### src/rtl/uart_rx_param.sv
// Parametrised UART receiver: oversampled start/data/parity/stop decoding with
// a two-flop input synchroniser, per-frame parity/framing flags and a
// valid/ready output register with overrun reporting.
module uart_rx_param #(
    parameter int CLKS_PER_BIT = 32,
    parameter int DATA_BITS    = 8,
    parameter int PARITY       = 1,
    parameter int STOP_BITS    = 1
) (
    input  logic                 clk,
    input  logic                 rst,
    input  logic                 rx,
    output logic [DATA_BITS-1:0] data,
    output logic                 data_valid,
    input  logic                 data_ready,
    output logic                 parity_err,
    output logic                 frame_err,
    output logic                 overrun
);

    localparam int              CW        = (CLKS_PER_BIT > 1) ? $clog2(CLKS_PER_BIT) : 1;
    localparam logic [CW-1:0]   LAST_CYC  = CW'(CLKS_PER_BIT - 1);
    localparam logic [CW-1:0]   HALF_CYC  = CW'(CLKS_PER_BIT / 2 - 1);
    localparam logic [3:0]      LAST_DATA = 4'(DATA_BITS - 1);
    localparam logic [3:0]      LAST_STOP = 4'(STOP_BITS - 1);
    localparam logic            ODD_PAR   = (PARITY == 2);

    typedef enum logic [2:0] {
        S_IDLE   = 3'd0,
        S_START  = 3'd1,
        S_DATA   = 3'd2,
        S_PARITY = 3'd3,
        S_STOP   = 3'd4
    } state_t;

    // Synchroniser and edge-detect state
    logic       r_sync1;
    logic       r_rx_s;
    logic       r_rx_prev;
    logic [1:0] r_fill;
    logic       r_armed;
    logic       w_start_edge;

    // Frame decoder state
    state_t                r_state,   w_state_next;
    logic [CW-1:0]         r_cyc,     w_cyc_next;
    logic [3:0]            r_bit,     w_bit_next;
    logic [DATA_BITS-1:0]  r_shift,   w_shift_next;
    logic                  r_par_err, w_par_err_next;
    logic                  r_frm_err, w_frm_err_next;
    logic                  r_done,    w_done_next;

    // Output register
    logic [DATA_BITS-1:0]  r_data;
    logic                  r_data_valid;
    logic                  r_parity_err;
    logic                  r_frame_err;
    logic                  r_overrun;
    logic                  w_accept;

    // Two-flop synchroniser plus one-cycle delay for falling-edge detection.
    // r_fill tracks when the synchroniser holds real line samples again after
    // reset; r_armed only rises once the line has been seen high, so a line
    // held low through reset cannot fake a start edge.
    always_ff @(posedge clk) begin
        if (rst) begin
            r_sync1   <= 1'b1;
            r_rx_s    <= 1'b1;
            r_rx_prev <= 1'b1;
            r_fill    <= 2'b00;
            r_armed   <= 1'b0;
        end else begin
            r_sync1   <= rx;
            r_rx_s    <= r_sync1;
            r_rx_prev <= r_rx_s;
            r_fill    <= {r_fill[0], 1'b1};
            if (r_fill[1] && r_rx_s) begin
                r_armed <= 1'b1;
            end
        end
    end

    assign w_start_edge = r_armed & r_rx_prev & ~r_rx_s;

    // Decoder state register
    always_ff @(posedge clk) begin
        if (rst) begin
            r_state   <= S_IDLE;
            r_cyc     <= '0;
            r_bit     <= '0;
            r_shift   <= '0;
            r_par_err <= 1'b0;
            r_frm_err <= 1'b0;
            r_done    <= 1'b0;
        end else begin
            r_state   <= w_state_next;
            r_cyc     <= w_cyc_next;
            r_bit     <= w_bit_next;
            r_shift   <= w_shift_next;
            r_par_err <= w_par_err_next;
            r_frm_err <= w_frm_err_next;
            r_done    <= w_done_next;
        end
    end

    // Next-state logic: mid-bit sampling of start, data, parity and stop bits
    always_comb begin
        w_state_next   = r_state;
        w_cyc_next     = r_cyc;
        w_bit_next     = r_bit;
        w_shift_next   = r_shift;
        w_par_err_next = r_par_err;
        w_frm_err_next = r_frm_err;
        w_done_next    = 1'b0;
        case (r_state)
            S_IDLE: begin
                if (w_start_edge) begin
                    w_state_next   = S_START;
                    w_cyc_next     = '0;
                    w_bit_next     = '0;
                    w_par_err_next = 1'b0;
                    w_frm_err_next = 1'b0;
                end
            end
            S_START: begin
                if (r_cyc == HALF_CYC) begin
                    w_cyc_next   = '0;
                    // A line back high at mid start bit is a glitch, not a frame
                    w_state_next = r_rx_s ? S_IDLE : S_DATA;
                end else begin
                    w_cyc_next = r_cyc + 1'b1;
                end
            end
            S_DATA: begin
                if (r_cyc == LAST_CYC) begin
                    w_cyc_next   = '0;
                    // Shift in from the top so the first bit ends up in bit 0
                    w_shift_next = {r_rx_s, r_shift[DATA_BITS-1:1]};
                    if (r_bit == LAST_DATA) begin
                        w_bit_next   = '0;
                        w_state_next = (PARITY == 0) ? S_STOP : S_PARITY;
                    end else begin
                        w_bit_next = r_bit + 1'b1;
                    end
                end else begin
                    w_cyc_next = r_cyc + 1'b1;
                end
            end
            S_PARITY: begin
                if (r_cyc == LAST_CYC) begin
                    w_cyc_next     = '0;
                    w_par_err_next = ((^r_shift) ^ r_rx_s) != ODD_PAR;
                    w_state_next   = S_STOP;
                end else begin
                    w_cyc_next = r_cyc + 1'b1;
                end
            end
            S_STOP: begin
                if (r_cyc == LAST_CYC) begin
                    w_cyc_next = '0;
                    if (!r_rx_s) begin
                        w_frm_err_next = 1'b1;
                    end
                    if (r_bit == LAST_STOP) begin
                        // Return to IDLE at the last stop sample so a
                        // back-to-back start edge half a bit later is caught
                        w_bit_next   = '0;
                        w_state_next = S_IDLE;
                        w_done_next  = 1'b1;
                    end else begin
                        w_bit_next = r_bit + 1'b1;
                    end
                end else begin
                    w_cyc_next = r_cyc + 1'b1;
                end
            end
            default: begin
                w_state_next = S_IDLE;
            end
        endcase
    end

    assign w_accept = r_data_valid & data_ready;

    // Output holding register: load a finished frame, or flag overrun when the
    // previous word is still waiting and is not being accepted this cycle
    always_ff @(posedge clk) begin
        if (rst) begin
            r_data       <= '0;
            r_data_valid <= 1'b0;
            r_parity_err <= 1'b0;
            r_frame_err  <= 1'b0;
            r_overrun    <= 1'b0;
        end else if (r_done && (!r_data_valid || w_accept)) begin
            r_data       <= r_shift;
            r_parity_err <= r_par_err;
            r_frame_err  <= r_frm_err;
            r_data_valid <= 1'b1;
            r_overrun    <= 1'b0;
        end else if (r_done) begin
            r_overrun <= 1'b1;
        end else if (w_accept) begin
            r_data_valid <= 1'b0;
            r_overrun    <= 1'b0;
        end
    end

    assign data       = r_data;
    assign data_valid = r_data_valid;
    assign parity_err = r_parity_err;
    assign frame_err  = r_frame_err;
    assign overrun    = r_overrun;

endmodule

### config.mk
export PLATFORM = sky130hd
export DESIGN_NAME = uart_rx_param
export DESIGN_NICKNAME = d
export VERILOG_FILES = /design/src/rtl/uart_rx_param.sv
export SDC_FILE = /design/constraint.sdc
export NUM_CORES = 1
export LEC_CHECK = 0
export ABC_AREA = 1
export CAP_MARGIN = 0
export CORE_ASPECT_RATIO = 0.75
export CORE_MARGIN = 2
export CORE_UTILIZATION = 61
export DETAILED_ROUTE_END_ITERATION = 10
export PLACE_DENSITY = 0.94
export RECOVER_POWER = 50
export SYNTH_ARGS = -nofsm -noshare
export SYNTH_HDL_FRONTEND = slang
export SYNTH_SLANG_ARGS = --single-unit
### constraint.sdc
create_clock -name clk -period 2.8 [get_ports clk]
set_clock_uncertainty 0.1 [all_clocks]
set_input_delay 0.42 -clock clk [delete_from_list [all_inputs] [get_ports clk]]
set_output_delay 0.42 -clock clk [all_outputs]
set_load 0.01 [all_outputs]
==> results.md, run 1 <==
- Gr usage total: 0.245
- Reg2Reg Capture Point: r_bit[3]
- Setup slack, reg-to-reg: 0.65 ns
- Sequential cell area fraction in the yosys report: 0.418
- CTS Buf Count: 5
- R2R Path Start: r_cyc[0]
- Syn Inst Count: 271
- Filler cells: 241
- HP Start: r_fill[0]
- Worst hold margin: 0.321 ns
- Post CTS Setup Buffer Count: 0
- Worst setup EP type: register
- Fin area: 2210 µm²
- F_max: 464 MHz
- Slew HR: 0.544
- Req. time, crit path: 2.89 ns
- Bufs on Longest Clock Path: 2
- Initial core utilization: 0.655
- Layout cell share with drive strength beyond 1: 0.101
- Element type at the critical path start: register
- Worst Slack Setup Final: 0.645 ns
- Root Buffer: clkbuf_8
- Post-DP HPWL: 2.81 mm
- CTS tree: yes
- Final setup fails: 0
- Post-synth top area share: 0.418
- Residual DRC: 0
- Arrival @ worst endpoint: 2.24 ns
- Max VDD drop: 0.460 mV
- Routed WL: 3.89 mm
- Clock group share of total power: 0.261
- Max-cap violations: 0
- Die area: 3690 µm²
- CTS resizes: 0
- Htree depth: 2
- Syn_area_per_cell: 7.24 µm²
- Core area: 3000 µm²
- Switching pwr: 0.522 mW
- P per Cell Area: 668 nW/µm²
- Overall die height: 53.1 µm
- Final min period: 2.15 ns
- PortBufs: 15
- R2r worst-path depth: 11
- Placed instance area: 2130 µm²
- Area contributors post-synth: dfxtp_1 42%, nand2_1 12%, a21oi_1 7.9%
- Routability Congestion: 0.918
- Hold crit path type: register to register
- WHS Path Cells: 2
- Hold Path End: r_fill[1]
- Congestion Overflow GR: 0
- Commonest non-fill, non-tap cells in the layout: 62 x nand2_1, 41 x dfxtp_1, 32 x inv_1, 31 x a21oi_1, 22 x o21ai_0
- Setup TNS: 0 ns
- Slowest CP cell: dfxtp_1
- Sequential share of power: 0.447
- Crit path max-delay family: simple AND/OR/NAND/NOR gates
- Nets@finish: 298
- Max stage delay on crit path: 0.38 ns
- Leakage: 1.00 nW
- Ant. Diodes: 0
- Outcome: complete, no violations
- Max Transition Viols Final: 0
- Cell Area, Synth: 1960 µm²
- Post-synthesis cell type count: 31
- Internal: 0.958 mW
- Placement Setup Slack: 0.679 ns
- Most common cell after layout, fill and taps aside: nand2_1
- Drt pass-1 iters: 5
- Detailed-route vias per instance: 5.33
- Critical Path, Cell by Cell: ha_1 -> nand2_1 -> nor2_1 -> ha_1 -> inv_1 -> o22ai_1 -> nand3_2 -> inv_2 -> nand2_2 -> xor2_1 -> nor2_1
- Slew @ Worst Pin: 0.683 ns
- RSZ-0062 raised after global routing: no
- Pin count of the biggest net entering global routing: 27
- Initial antenna violation count: 0
- Ys Warns: 0
- Critical path class: register to register
- Routed vias: 1732
- Detailed-route wire length per cell: 12.0 µm
- Buffers and inverters on the worst path: 2
- Clock Latency Late Sink: 0.30 ns
- Number of global-route vias before repair: 1598
- Part of the power in combinational logic: 0.292
- Fin crit share: 0.770
- Clock Sinks: 41
- Die Width: 69.5 µm
- # rows: 17
- Layout area overhead: 12.8%
- Switching Share: 0.353
- CP max FO: 5
- Area leader, netlist: dfxtp_1
- Antenna viol nets, final: 0
- Clock-pin slew on the worst setup and hold paths: 0.07 ns
- Syn_nets: 282
- Initial drt markers: 142
- First-pass GRT wire length: 7.02 mm
- FF+latch count, synth: 41
- IO Count: 16
- CTS Hold Buffers Added: 0
- Final Hold Vio Count: 0
-- registers in the layout, summed over array words and instances (netlist names) --
name	cells
r_shift	8
r_state	3
r_done	1
data_valid	1
r_fill	2
r_cyc	5
r_sync1	1
r_frm_err	1
overrun	1
parity_err	1
r_rx_prev	1
r_rx_s	1
data	8
frame_err	1
r_par_err	1
r_armed	1
r_bit	4
-- logic make-up after synthesis --
family                     count (synthesis)  share of synthesized area
xor gates and xnor gates                   2                    0.00892
buffers and inverters                     46                     0.0943
adders and majority gates                  7                     0.0446
DFF                                       41                      0.418
and+or+nand+nor                          109                      0.254
AOI/OAI and AO/OA                         66                      0.180
-- synthesized netlist by cell type (all sizes together) --
cell type	instances
nor2	20
o21a	1
dfxtp	41
buf	3
nor3	3
a31oi	1
inv	39
or2	2
nand2	69
o22ai	2
xor2	2
o21ai	25
ha	7
o211ai	2
a21oi	32
a21o	1
nand3	14
clkbuf	4
nor4	1
a2bb2oi	1
a211oi	1
-- layer usage --
metal	vias to the layer above	GRT usage	routed length [µm]
li1	900	-	-
met1	770	0.323	1930
met2	53	0.391	1690
met3	9	0.0648	224
met4	0	0.0915	53
met5	-	0	0
-- metrics by stage --
| step | utilization | total power, mW | instances |
|---|---|---|---|
| 2_1_floorplan | - | 1.01 | 271 |
| 3_3_place_gp | 0.711 | 1.08 | 318 |
| 3_5_place_dp | 0.711 | 1.10 | 318 |
| 4_1_cts | 0.740 | 1.48 | 325 |
| 5_1_grt | 0.738 | 1.58 | 325 |
| 6_report | 0.738 | 1.48 | 325 |
-- worst reg2reg max path: stages, from the launching register on --
cell and delay, ns:
dfxtp_1 0.38, ha_1 0.18, nand2_1 0.07, nor2_1 0.23, ha_1 0.30, inv_1 0.11, o22ai_1 0.16, nand3_2 0.15
inv_2 0.12, nand2_2 0.05, xor2_1 0.14, nor2_1 0.05
-- worst max path at each step --
stage / startpoint / end / slack, ns / cells after the start
finish: r_cyc[0] / r_bit[3] / 0.65 / 11
global placement: r_cyc[0] / r_bit[3] / 0.82 / 11
global route: r_cyc[0] / r_bit[3] / 0.38 / 11
floorplan: r_cyc[0] / r_bit[3] / 0.93 / 11
CTS: r_cyc[0] / r_bit[3] / 0.65 / 11
detailed placement: r_cyc[0] / r_bit[3] / 0.68 / 11
-- cell type report --
class	instances	area [µm²]	area share
Clock buffer	7	86.3	0.0390
Inverter	39	149	0.0672
Multi-Input combinational cell	184	957	0.432
Sequential cell	41	821	0.371
Tap cell	38	47.5	0.0215
Timing Repair Buffer	16	154	0.0695
-- power by group through the flow --
stage	registers [mW]	clock network [mW]	logic, mW
after floorplan	0.664	0	0.349
after global placement	0.671	0	0.408
after detailed placement	0.673	0	0.427
after CTS	0.660	0.388	0.433
after global routing	0.668	0.422	0.489
final	0.661	0.386	0.433
Note: power is estimated with default switching activity, not from simulation.
==> run 2: changes to the inputs <==
Settings changed: CORE_UTILIZATION 61 to 57, PLACE_DENSITY 0.94 to 0.89.
Clock period 2.8 ns to 2.2 ns, I/O delays scaled along.
==> run 2 against run 1 <==
  * Die area up 6.5%
  * Design area grew 0.57%
  * Non-clock buffer count up 1
  * Critical path depth down 6
  * Global-route usage fell by 1.0 points
  * Critical path type is now primary input to register
  * Sequential power is 28% higher
  * Combinational power is 23% higher
==> results.md, run 2 (synthesis gave the netlist of run 1 again) <==
- Outcome: complete, no violations
- Final setup fails: 0 (unchanged)
- Post-DP HPWL: 2.91 mm (+3.6%)
- Busiest layer in global routing: met2
- Max-cap violations: 0 (unchanged)
- RSZ-0062 raised after global routing: no
- Met2 global-route usage: 0.380 (-0.0114)
- Bufs on Longest Clock Path: 2 (unchanged)
- Core area: 3290 µm² (+9.6%)
- Slew @ Worst Pin: 0.700 ns (+0.0170 ns)
- Routability Congestion: 0.879 (-4.3%)
- Initial drt markers: 123 (-13%)
- Internal: 1.17 mW (+23%)
- Routed WL: 3.99 mm (+2.5%)
- R2R Path Start: r_cyc[0]
- Congestion Overflow GR: 0 (unchanged)
- Clock-pin slew on the worst setup and hold paths: 0.07 ns (about the same)
- Final Hold Vio Count: 0 (unchanged)
- Sequential share of power: 0.460 (+0.013)
- Multi-input gate area: 976 µm² (+2.0%)
- Slew HR: 0.534 (-0.0108)
- First-pass GRT wire length: 7.02 mm (about the same)
- Filler cells: 292 (+21%)
- Detailed-route wire length per cell: 12.2 µm (+1.9%)
- # rows: 18 (+1)
- Clock Latency Late Sink: 0.29 ns (about the same)
- Met1 Usage GRT: 0.310 (-0.0126)
- Part of the power in combinational logic: 0.292 (about the same)
- Ant. Diodes: 0 (unchanged)
- Worst setup EP type: register
- WHS Path Cells: 1 (-1)
- Finished Layout Cells: 327 (+0.62%)
- Switching Share: 0.358 (+0.00561)
- Setup TNS: 0 ns (unchanged)
- Reg2Reg Capture Point: r_bit[3]
- Initial core utilization: 0.597 (-0.0575)
- F_max: 500 MHz
- Element type at the critical path start: primary input
- Die Width: 71.8 µm (+3.3%)
- Max VDD drop: 0.490 mV (+6.5%)
- Req. time, crit path: 2.32 ns (-0.57 ns)
- Hold crit path type: register to register
- Register area: 821 µm² (unchanged)
- Antenna viol nets, final: 0 (unchanged)
- Root Buffer: clkbuf_8
- Overall die height: 54.8 µm (+3.2%)
- Commonest non-fill, non-tap cells in the layout: 61 x nand2_1, 41 x dfxtp_1, 32 x inv_1, 32 x a21oi_1, 21 x o21ai_0
- Most common cell after layout, fill and taps aside: nand2_1
- Clock group share of total power: 0.248 (-0.013)
- Drt pass-1 iters: 4 (-1)
- Switching pwr: 0.656 mW (+26%)
- Arrival @ worst endpoint: 2.12 ns (-0.12 ns)
- Layout area overhead: 13.4%
- CTS tree: yes
- Clock Sinks: 41 (unchanged)
- HP Start: r_sync1
- Htree depth: 2 (unchanged)
- Residual DRC: 0 (unchanged)
- Fin crit share: 0.910
- Number of global-route vias before repair: 1597 (-0.063%)
- Worst hold margin: 0.313 ns (-0.00801 ns)
- P per Cell Area: 822 nW/µm² (+23%)
- Setup crit start: rst
- Routed vias: 1756 (+1.4%)
- Setup slack, reg-to-reg: 0.23 ns (-0.42 ns)
- Placed Cells: 321 (+0.94%)
- Post-layout util: 0.677 (-0.0611)
- Detailed-route vias per instance: 5.37 (+0.77%)
- Layout cell share with drive strength beyond 1: 0.105 (+0.00348)
- CTS Buf Count: 5 (unchanged)
- IO Count: 16 (unchanged)
- Initial antenna violation count: 0 (unchanged)
- Leakage: 0.994 nW (-0.64%)
- Max Transition Viols Final: 0 (unchanged)
- Gr usage total: 0.235 (-0.0103)
- Worst Slack Setup Final: 0.199 ns (-0.446 ns)
- Nets@finish: 299 (+0.34%)
- Placement Setup Slack: 0.0789 ns (-0.600 ns)
- Pin count of the biggest net entering global routing: 21 (-22%)
- Die area: 3930 µm² (+6.5%)
- Global-route met3 utilization: 0.0460 (-0.0187)
- CP max FO: 17 (+12)
- Hold Path End: r_rx_s
- R2r worst-path depth: 11 (unchanged)
- Critical path class: primary input to register
- Final min period: 2.00 ns
- PortBufs: 15 (unchanged)
[run 2: power by group through the flow]
stage	registers (mW)	logic [mW]	clock network [mW]
global placement	0.854	0.518	0
floorplan	0.845	0.445	0
detailed placement	0.856	0.536	0
finish	0.843	0.534	0.454
global route	0.849	0.602	0.497
CTS	0.840	0.538	0.465
[run 2: cell type report]
class,count,share of cell area
Sequential cell,41,0.369
Timing Repair Buffer,17,0.0708
Clock buffer,5,0.0309
Inverter,39,0.0669
Clock inverter,1,0.00225
Tap cell,40,0.0225
Multi-Input combinational cell,184,0.438
[run 2: metal layers]
| metal | vias to the layer above | routed length, µm |
|---|---|---|
| met3 | 9 | 230 |
| li1 | 905 | - |
| met5 | - | 0 |
| met4 | 0 | 85 |
| met2 | 47 | 1650 |
| met1 | 795 | 2030 |
[run 2: timing repair]
item,in CTS,in global routing
buffers inserted,0,0
endpoints found under the setup margin,0,15
gates resized for setup,0,6
hold buffers,0,0
[run 2: how the worst max path moves through the flow]
stage	to	depth (start not counted)
floorplan	r_bit[3]	11
global placement	r_bit[3]	11
detailed placement	r_bit[3]	11
CTS	r_bit[3]	11
global route	r_shift[2]	5
finish	r_shift[2]	5
[run 2: metrics by stage]
step                area (µm²)  total power, mW
floorplan                 1960             1.29
CTS                       2220             1.84
finish                    2230             1.83
global placement          2140             1.37
global route              2230             1.95
detailed placement        2140             1.39
[run 2: critical path: stages]
cell and delay (ns):
dlygate4sd3_1 0.54, inv_1 0.27, clkbuf_1 0.51, o21ai_0 0.25, a21oi_1 0.21
==> run 3: changes to the inputs <==
Settings changed: CAP_MARGIN 0 to 20.
==> results of run 3 <==
Same layout as run 2: the final DEF is identical, and so are final timing and power.
